`config.mk`:
```
export PLATFORM = sky130hd
export DESIGN_NAME = fetch_stage
export DESIGN_NICKNAME = d
export VERILOG_FILES = /design/src/rtl/cpu_pkg.sv /design/src/rtl/branch_target_calc.sv /design/src/rtl/fetch_stage.sv
export SDC_FILE = /design/constraint.sdc
export NUM_CORES = 1
export LEC_CHECK = 0
export ABC_CLOCK_PERIOD_IN_PS = 3500
export BUFFER_PORTS_ARGS = -buffer_cell sky130_fd_sc_hd__buf_2
export CAP_MARGIN = 25
export CORE_AREA = 2 2 205 207
export CTS_CLUSTER_SIZE = 40
export DETAILED_ROUTE_END_ITERATION = 10
export DIE_AREA = 0 0 207 209
export HOLD_SLACK_MARGIN = 0.12
export SLEW_MARGIN = 20
export SYNTH_ARGS = -nofsm -noshare
export SYNTH_HDL_FRONTEND = slang
export SYNTH_SLANG_ARGS = --single-unit
export TNS_END_PERCENT = 5
```
`constraint.sdc`:
```
create_clock -name clk -period 3.5 [get_ports clk]
set_input_delay 0.175 -clock clk [delete_from_list [all_inputs] [get_ports clk]]
set_output_delay 0.175 -clock clk [all_outputs]
set_load 0.01 [all_outputs]
```
`src/rtl/cpu_pkg.sv`:
```
// Shared CPU front-end types and constants.
package cpu_pkg;

   localparam int unsigned INSTR_W  = 32;
   localparam int unsigned IFID_PCW = 64;  // PC field width in the IF/ID record
   localparam logic [INSTR_W-1:0] NOP_INSTR = 32'hD503201F;

   // IF/ID pipeline record handed to decode.
   typedef struct packed {
      logic [INSTR_W-1:0]  instr;
      logic [IFID_PCW-1:0] pc;
      logic                valid;
   } ifid_t;

endpackage

```
`src/rtl/branch_target_calc.sv`:
```
// Branch target: base PC plus sign-extended word offset, modulo 2^PC_W.
module branch_target_calc #(
   parameter int unsigned PC_W = 64
) (
   input  logic [PC_W-1:0] br_pc,
   input  logic            uncond_br,
   input  logic [18:0]     cond_addr19,
   input  logic [25:0]     br_addr26,
   output logic [PC_W-1:0] target
);

   logic [PC_W-1:0] off_sext;

   // Select the offset field, sign-extend, convert words to bytes and add.
   always_comb begin
      off_sext = '0;
      if (uncond_br) begin
         off_sext = {{(PC_W-26){br_addr26[25]}}, br_addr26};
      end else begin
         off_sext = {{(PC_W-19){cond_addr19[18]}}, cond_addr19};
      end
      target = br_pc + (off_sext << 2);
   end

endmodule

```
`src/rtl/fetch_stage.sv`:
```
// Instruction fetch: PC register, next-PC selection, IF/ID register and fetch counter.
module fetch_stage
   import cpu_pkg::*;
#(
   parameter int unsigned     PC_W     = 64,  // must not exceed IFID_PCW
   parameter logic [PC_W-1:0] RESET_PC = '0
) (
   input  logic               clk,
   input  logic               reset,
   input  logic               stall,
   input  logic               flush,
   input  logic               br_taken,
   input  logic               uncond_br,
   input  logic [PC_W-1:0]    br_pc,
   input  logic [18:0]        cond_addr19,
   input  logic [25:0]        br_addr26,
   output logic [PC_W-1:0]    imem_addr,
   input  logic [INSTR_W-1:0] imem_rdata,
   output logic [INSTR_W-1:0] id_instr,
   output logic [PC_W-1:0]    id_pc,
   output logic               id_valid,
   output logic [31:0]        fetch_count
);

   logic [PC_W-1:0] pc_q, pc_d;
   logic [PC_W-1:0] br_target;
   ifid_t           ifid_q, ifid_d;
   logic [31:0]     fetch_count_q, fetch_count_d;
   logic            load_valid;

   branch_target_calc #(
      .PC_W (PC_W)
   ) u_br_target (
      .br_pc       (br_pc),
      .uncond_br   (uncond_br),
      .cond_addr19 (cond_addr19),
      .br_addr26   (br_addr26),
      .target      (br_target)
   );

   // Next PC: branch redirect beats stall; otherwise sequential.
   always_comb begin
      pc_d = pc_q + PC_W'(4);
      if (br_taken) begin
         pc_d = br_target;
      end else if (stall) begin
         pc_d = pc_q;
      end
   end

   // IF/ID next state: bubble on flush/redirect, hold on stall, else capture fetch.
   always_comb begin
      ifid_d     = ifid_q;
      load_valid = 1'b0;
      if (flush || br_taken) begin
         ifid_d.instr = NOP_INSTR;
         ifid_d.pc    = '0;
         ifid_d.valid = 1'b0;
      end else if (!stall) begin
         ifid_d.instr = imem_rdata;
         ifid_d.pc    = IFID_PCW'(pc_q);
         ifid_d.valid = 1'b1;
         load_valid   = 1'b1;
      end
   end

   // Saturating count of valid instructions accepted into IF/ID.
   always_comb begin
      fetch_count_d = fetch_count_q;
      if (load_valid && (fetch_count_q != 32'hFFFF_FFFF)) begin
         fetch_count_d = fetch_count_q + 32'd1;
      end
   end

   // State registers with synchronous reset.
   always_ff @(posedge clk) begin
      if (reset) begin
         pc_q          <= RESET_PC;
         ifid_q.instr  <= NOP_INSTR;
         ifid_q.pc     <= '0;
         ifid_q.valid  <= 1'b0;
         fetch_count_q <= '0;
      end else begin
         pc_q          <= pc_d;
         ifid_q        <= ifid_d;
         fetch_count_q <= fetch_count_d;
      end
   end

   // Memory address comes straight from the register, never from branch control.
   assign imem_addr   = pc_q;
   assign id_instr    = ifid_q.instr;
   assign id_pc       = ifid_q.pc[PC_W-1:0];
   assign id_valid    = ifid_q.valid;
   assign fetch_count = fetch_count_q;

endmodule

```
Yosys cells after proc, flatten, opt, wreduce, memory -nomap -nowiden

Cells that the tools add are included.

Register bits: 193
Logic and storage cells: 18
Bits of input ports: 147

Add/sub/neg operators: 3
Equal/unequal tests: 2
Muxes and demuxes: 5
Reduce and logical (&&, ||, !) cells: 3

Operator list:

| operator                | number |
|---|---|
| $mux W64                | 2 |
| $add A64 B3 Y64 const B | 1 |
| $add A64 B64 Y64        | 1 |
| $mux W62                | 1 |
| $add A32 B1 Y32 const B | 1 |
| $ne A32 B32 Y1 const B  | 1 |
| $mux W1                 | 2 |
| $ne A2 B1 Y1 const B    | 1 |
| $reduce_or A2 Y1        | 1 |
| $logic_and A1 B1 Y1     | 1 |
| $logic_or A1 B1 Y1      | 1 |

Longest topological paths before layout

Gate-level depths: netlist of the first run.

Depth after elaboration: 3
Mapped depth: 15

Modules after synthesis

Synthesis of the first run repeated with hierarchy kept, for this count alone.

Cell total of the unflattened synthesis: 1606
Area, all modules: 12948.7 um^2

Modules (own cells, without submodules):

| module             | area an instance (um^2) | times used | seq. area each (um^2) | cells an instance |
|---|---|---|---|---|
| fetch_stage        | 8858.5                  | 1          | 3863.7                | 985 |
| branch_target_calc | 4090.2                  | 1          | 0.0                   | 621 |

Least setup slack after synthesis of the first run

OpenSTA, ideal clock, no wires.

Path type: in2reg
Start: in uncond_br
End: reg pc_q[53], in the netlist imem_addr[53]
Setup slack: -0.308 ns
Data required time: 3.414 ns
Stages: 14
Data arrival time: 3.722 ns
Cell sequence: clkbuf_1 > nand2b_1 > clkbuf_1 > nand2_1 > ha_1 > a21oi_1 > o211a_1 > o21ai_0 > a221o_1 > a221oi_1 > o21ai_0 > a21oi_1 > xor2_1 > a211oi_1

Word-level cells in the longest chain between the ends: 3

Ends and longest elaborated chain:

| item                   | line                     | RTL |
|---|---|---|
| start: declaration     | fetch_stage.sv:13        | `input logic uncond_br,` |
| $mux W62               | branch_target_calc.sv:17 | `if (uncond_br) begin` |
| $add A64 B64 Y64       | branch_target_calc.sv:22 | `target = br_pc + (off_sext << 2);` |
| $mux W64               | fetch_stage.sv:44        | `if (br_taken) begin` |
| end signal: assignment | fetch_stage.sv:84        | `pc_q <= pc_d;` |
| end: declaration       | fetch_stage.sv:25        | `logic [PC_W-1:0] pc_q, pc_d;` |

No other way between the ends.
A chain may end at the register's enable or synchronous reset.

Worst setup path in the final report of the first run

Same ends and word-level chain as after synthesis.

==> results of run 1 <==
==> layout make-up <==
| class | instances | share of cell area |
|---|---|---|
| tap | 539 | 0.0424 |
| multi-input combinational | 1201 | 0.498 |
| sequential | 193 | 0.243 |
| clock buffer | 19 | 0.0285 |
| clock inverter | 13 | 0.00756 |
| inverter | 29 | 0.00685 |
| timing repair buffer | 458 | 0.173 |
| antenna | 1 | 0.000158 |
==> cells in the final DEF (no fill, tap or decap), types with 40 or more instances in the layout <==
cell type	count
xnor2_1	73
buf_2	337
nor2_1	230
a21oi_1	97
xor2_1	58
a211oi_1	40
nand2_1	130
o21ai_0	46
buf_4	79
dfxtp_1	193
ha_1	60
nand3_1	49
mux2i_1	97
nand4_1	44
==> layer usage <==
| layer | wire length, um | vias to the layer above | track usage | part of all wire |
|---|---|---|---|---|
| met3 | 1940 | 68 | 0.0255 | 0.046 |
| met2 | 19200 | 383 | 0.308 | 0.45 |
| li1 | - | 6161 | - | - |
| met4 | 1450 | 0 | 0.0766 | 0.034 |
| met1 | 19600 | 5774 | 0.250 | 0.46 |
| met5 | 0 | - | 0 | 0 |
==> worst max-delay path, delay by kind of cell <==
family	cells	cell delay [ns]
buffers and inverters	4	1.04
multiplexers	1	0.35
XOR/XNOR	1	0.26
AO/OA/AOI/OAI	5	0.89
adder cells (fa/ha/maj)	1	0.30
AND/OR/NAND/NOR	3	0.60
==> flip-flops by register name, indices dropped and copies added (netlist names) <==
| signal | flops |
|---|---|
| fetch_count | 32 |
| id_instr | 32 |
| id_pc | 64 |
| id_valid | 1 |
| imem_addr | 64 |
==> power groups by stage <==
stage	Combinational, mW	Sequential (mW)	Clock [mW]
floorplan	1.05	2.50	0
global placement	1.73	2.52	0
detailed placement	1.74	2.53	0
CTS	1.78	2.48	1.98
global route	1.98	2.49	2.05
finish	1.81	2.48	1.91
==> repair_timing <==
| item | CTS | global route |
|---|---|---|
| hold buffers | 37 | 0 |
| endpoints found under the setup margin | 0 | 1 |
| resized for setup | 0 | 14 |
| endpoints found under the hold margin | 42 | 0 |
| buffers inserted | 0 | 1 |
==> stage by stage <==
step | worst slack [ns] | total power [mW]
finish | 0.205 | 6.20
global route | 0.0549 | 6.53
CTS | 0.136 | 6.23
detailed placement | 0.0111 | 4.26
global placement | 0.0589 | 4.25
floorplan | -0.0977 | 3.55
==> kinds of logic (layout without fill, tap and decap cells) <==
kind of cell	count (synthesis)	count (layout)	synth area share
xor+xnor	132	132	0.0959
flops	193	193	0.319
other cells	0	1	0
buf+inv	105	519	0.0334
compound gates	307	307	0.163
fa+ha+maj	64	64	0.0666
simple gates	583	583	0.225
mux	115	115	0.0968
==> how the worst max path moves through the flow <==
stage,from,to,slack [ns]
after global placement,uncond_br,imem_addr[62],0.06
after CTS,uncond_br,imem_addr[53],0.14
final,uncond_br,imem_addr[53],0.21
after detailed placement,uncond_br,imem_addr[52],0.01
after floorplan,uncond_br,imem_addr[47],-0.1
after global routing,imem_addr[42],imem_addr[53],0.05
==> results.cfg, run 1 <==
[timing]
slew_viol_final = 0
finalSetupTns_ns = 0
finalHoldViolations = 0
grt_setup_unrepaired = no
setup_viol = 0
hold_slack_ns = 0.180
period_minus_slack_ns = 3.29
relSlewSlack = 0.398
fmax_mhz = 304
fin_crit_sh = 0.941
worst_pin_slew_ns = 0.900
finalClockSkew_ns = 0.00824

[floorplanning]
fp-row-count = 75
die_w_um = 207
dieArea_mm2 = 0.0433
start_util = 0.294
core_area_mm2 = 0.0413
io_pins = 340
die_height_um = 209

[pwr]
intPower_mw = 4.08
p_leak_nw = 7.14
swShare = 0.342
clockPowerShare = 0.308
seqPwrFrac = 0.400
vdd_drop_max_mv = 0.262
p_sw_mw = 2.12
power_frac_comb = 0.292
powerDensity_mw_per_mm2 = 390

[layout]
instances_no_fill = 2453
final_nets = 2111
fin_area_mm2 = 0.0159
seq_area_mm2 = 0.00386
multi_input_area_mm2 = 0.00792
final_core_util = 0.385
area_growth_pct = 31.0
fillers = 4229
drive_above_1_share = 0.263

[global_route]
grt_max_degree = 71
grt_pass1_wl_mm = 65.5
globalRouteTotalUtil = 0.188
grt_pass1_vias = 12000
grt-ovfl-total = 0
antenna_found_initial = 0

[drt]
vias = 12400
drt-initial-drc-count = 896
drc = 0
wl_per_cell_um = 17.2
ant_nets = 0
viasPerCell = 5.05
first_pass_iters = 5
routed_wl_mm = 42.3

[setup_path]
crit_required_ns = 3.84
slowest_delay_ns = 0.56
path_max_fanout = 21
cp-start-kind = primary input
cp_slowest_cell = dlygate4sd3_1
reg2reg_slack_ns = 0.28
path_cells = buf_2, buf_12, mux2_2, ha_1, and4_1, and2_1, a221oi_2, a21oi_1, nor3_1, buf_4, o21ai_2, a21oi_1, xor2_1, a211oi_1, dlygate4sd3_1
arrival_ns = 3.64
cp-end-kind = register
r2r-start = imem_addr[42]
r2r-end = imem_addr[53]
reg2reg_depth = 10
crit_path_frequent_cell = a21oi_1
crit_type = in -> reg

[place]
portBuffers = 339
gp_congestion = 0.943
hpwl_mm = 33.4
dpl_cell_area_mm2 = 0.0149
placed_cells = 2381

[yosys]
ys_ff_latch = 193
avgSynthCellArea_um2 = 8.09
ys.flop_type = dfxtp_1
yosys_warnings = 0
synth_edf_count = 0
syn_area_mm2 = 0.0121
yosys-top-cells-count = nor2_1 (230), dfxtp_1 (193), nand2_1 (131)
yosysSeqAreaShare = 0.319
synth_area_leaders = dfxtp_1 (32%), mux2i_1 (8.0%), nor2_1 (7.1%)
synth_nets = 1710
async_reset_ff_frac = 0
synth_cells = 1499
post-synth-top-count-cell = nor2_1
yosysUniqueCellTypes = 70
synth_top_cell_area_share = 0.319
synth_top_area_cell = dfxtp_1

[cts]
cts.htree.levels = 4
clock_sinks = 193
numCtsBuffers = 17
cts_tree = yes
clock_path_buffers = 2
clkTransAtPathRegs_ns = 0.08
clock-root-buffer = clkbuf_16
clk_latency_ns = 0.45

[min_path]
whs_path_depth = 3
min_path_type = in -> reg
min-delay-start = flush
min_to = id_instr[28]

[outcome]
status = completed

[flow_run]
maxCapViolations = 0
(Power assumes the default switching activity.)
==> inputs of run 2 (changes only) <==
--- a/config.mk
+++ b/config.mk
@@ -5,13 +5,14 @@
 export SDC_FILE = /design/constraint.sdc
 export NUM_CORES = 1
 export LEC_CHECK = 0
+export ABC_AREA = 1
 export ABC_CLOCK_PERIOD_IN_PS = 3500
 export BUFFER_PORTS_ARGS = -buffer_cell sky130_fd_sc_hd__buf_2
 export CAP_MARGIN = 25
-export CORE_AREA = 2 2 205 207
+export CORE_AREA = 2 2 231 233
 export CTS_CLUSTER_SIZE = 40
 export DETAILED_ROUTE_END_ITERATION = 10
-export DIE_AREA = 0 0 207 209
+export DIE_AREA = 0 0 233 235
 export HOLD_SLACK_MARGIN = 0.12
 export SLEW_MARGIN = 20
 export SYNTH_ARGS = -nofsm -noshare
==> results.cfg, run 2 <==
[outcome]
status = completed

[timing]
slew_viol_final = 0
fin_crit_sh = 0.840
grt_setup_unrepaired = no
worst_pin_slew_ns = 0.822
setup_viol = 0
setup_slack_ns = 0.561
relSlewSlack = 0.447
finalClockSkew_ns = 0.0209
fmax_mhz = 340
finalHoldViolations = 0
period_minus_slack_ns = 2.94
finalSetupTns_ns = 0

[drt]
ant_nets = 0
routed_wl_mm = 65.5
first_pass_iters = 6
drt-initial-drc-count = 1752
viasPerCell = 4.84
wl_per_cell_um = 17.4
drc = 0
vias = 18300

[yosys]
async_reset_ff_frac = 0
synth_top_cell_area_share = 0.250
yosysSeqAreaShare = 0.250
synth_nets = 2930
synth_cells = 2719
post-synth-top-count-cell = nand2_1
synth_area_leaders = dfxtp_1 (25%), nand2_1 (22%), inv_1 (10%)
yosys-top-cells-count = nand2_1 (886), inv_1 (417), nor2_1 (317)
yosys_warnings = 0
avgSynthCellArea_um2 = 5.69
synth_edf_count = 0
synth_top_area_cell = dfxtp_1
yosysUniqueCellTypes = 51
ys.flop_type = dfxtp_1
syn_area_mm2 = 0.0155
ys_ff_latch = 193

[floorplanning]
io_pins = 340
die_height_um = 235
die_w_um = 233
dieArea_mm2 = 0.0548
core_area_mm2 = 0.0522
fp-row-count = 84
start_util = 0.296

[place]
gp_congestion = 0.990
dpl_cell_area_mm2 = 0.0180
portBuffers = 339
hpwl_mm = 52.8
place_ws_ns = 0.134
placed_cells = 3700

[min_path]
whs_path_depth = 6
min_path_type = in -> reg

[setup_path]
slowest_delay_ns = 0.42
crit_required_ns = 3.86
arrival_ns = 3.30
cp_slowest_cell = ha_1
path_max_fanout = 11
cp-start-kind = primary input
crit_path_frequent_cell = nand2_1
path_depth = 17
path_cells = buf_2, clkinv_1, nand2_1, nand2_1, buf_4, ha_1, nand2_1, nor2_1, nand2_1, nor2_1, inv_1, nor3_1, nand2_1, nand4_1, nand2_1, nor2_1, nor2_1
reg2reg_slack_ns = 0.95
critPathTopFamily = simple AND/OR/NAND/NOR gates
critPathBufInv = 4
cp-end-kind = register
reg2reg_depth = 11
crit_type = in -> reg

[layout]
fillers = 5947
layout_common_cells = nand2_1 (886), inv_1 (415), buf_2 (338)
multi_input_area_mm2 = 0.00974
final_core_util = 0.363
area_growth_pct = 22.7
fin_area_mm2 = 0.0190
instances_no_fill = 3773
drive_above_1_share = 0.143
seq_area_mm2 = 0.00386
final_nets = 3282
final_common_cell = nand2_1

[global_route]
grt.met2_usage = 0.404
globalRouteTotalUtil = 0.233
grt_pass1_vias = 17000
antenna_found_initial = 0
grtUsageMet1 = 0.290
top_usage_layer = met2
grt_pass1_wl_mm = 98.2
grt-ovfl-total = 0
grt_max_degree = 162
met3_usage = 0.0415

[cts]
post_cts_buffers = 0
numCtsBuffers = 17
clock_path_buffers = 2
cts.htree.levels = 4
clkTransAtPathRegs_ns = 0.09
cts_tree = yes
clock_sinks = 193
clock-root-buffer = clkbuf_16
clk_latency_ns = 0.47

[pwr]
powerDensity_mw_per_mm2 = 343
vdd_drop_max_mv = 0.413
p_leak_nw = 9.73

[flow_run]
maxCapViolations = 0
## run 2: final cells by class
| type | instances | share of cell area |
|---|---|---|
| clock inverters | 13 | 0.00785 |
| inverters | 421 | 0.0834 |
| repair buffers | 405 | 0.123 |
| diodes | 1 | 0.000132 |
| multi-input cells | 2033 | 0.513 |
| clock buffers | 19 | 0.0233 |
| well taps | 688 | 0.0454 |
| flip-flops and latches | 193 | 0.204 |
## run 2: per-stage QoR
step | hold WS, ns | power (mW)
4_1_cts | 0.139 | 6.53
2_1_floorplan | 0.301 | 3.67
6_report | 0.152 | 6.50
3_5_place_dp | 0.392 | 4.48
3_3_place_gp | 0.387 | 4.47
5_1_grt | 0.180 | 6.87
## run 2: cell families (layout without fill, tap and decap cells)
group                    after synthesis  in the layout  synth area share
AND/OR/NAND/NOR                     1513           1513             0.411
other                                  0              1                 0
flip-flops                           193            193             0.250
XOR/XNOR                              50             50            0.0283
adder cells (fa/ha/maj)               64             64            0.0523
AO/OA/AOI/OAI                        406            406             0.138
buffers and inverters                493            858             0.120
## run 2: worst paths after layout
kind / from / to
worst min-delay path: br_pc[63] / imem_addr[63]
worst max register to register: imem_addr[41] / imem_addr[43]
worst min register to register: id_pc[2] / id_pc[2]
worst max-delay path: uncond_br / imem_addr[55]
## run 2: timing repair
item / 4_1_cts / 5_1_grt
hold buffers: 39 / 0
endpoints found under the hold margin: 38 / 0
resized for setup: 0 / 0
## run 2: tightest hold or removal path, cell delays in order
cell and delay [ns]:
buf_2 0.09, xnor2_1 0.10, nand2_1 0.08, nand3_1 0.06, nand2_1 0.06, inv_1 0.03
## run 2: power breakdown
| part | leakage [nW] | switching [mW] | internal (mW) |
|---|---|---|---|
| Sequential | 1.57 | 0.174 | 2.29 |
| Combinational | 7.87 | 1.34 | 0.664 |
| Clock | 0.289 | 1.00 | 1.03 |
| Total | 9.73 | 2.52 | 3.99 |
## run 2: layer usage
| layer | vias to the layer above | share of wire | wire (um) |
|---|---|---|---|
| met2 | 628 | 0.47 | 31000 |
| li1 | 9318 | - | - |
| met1 | 8243 | 0.43 | 28000 |
| met4 | 0 | 0.032 | 2120 |
| met3 | 91 | 0.068 | 4420 |
| met5 | - | 0 | 0 |
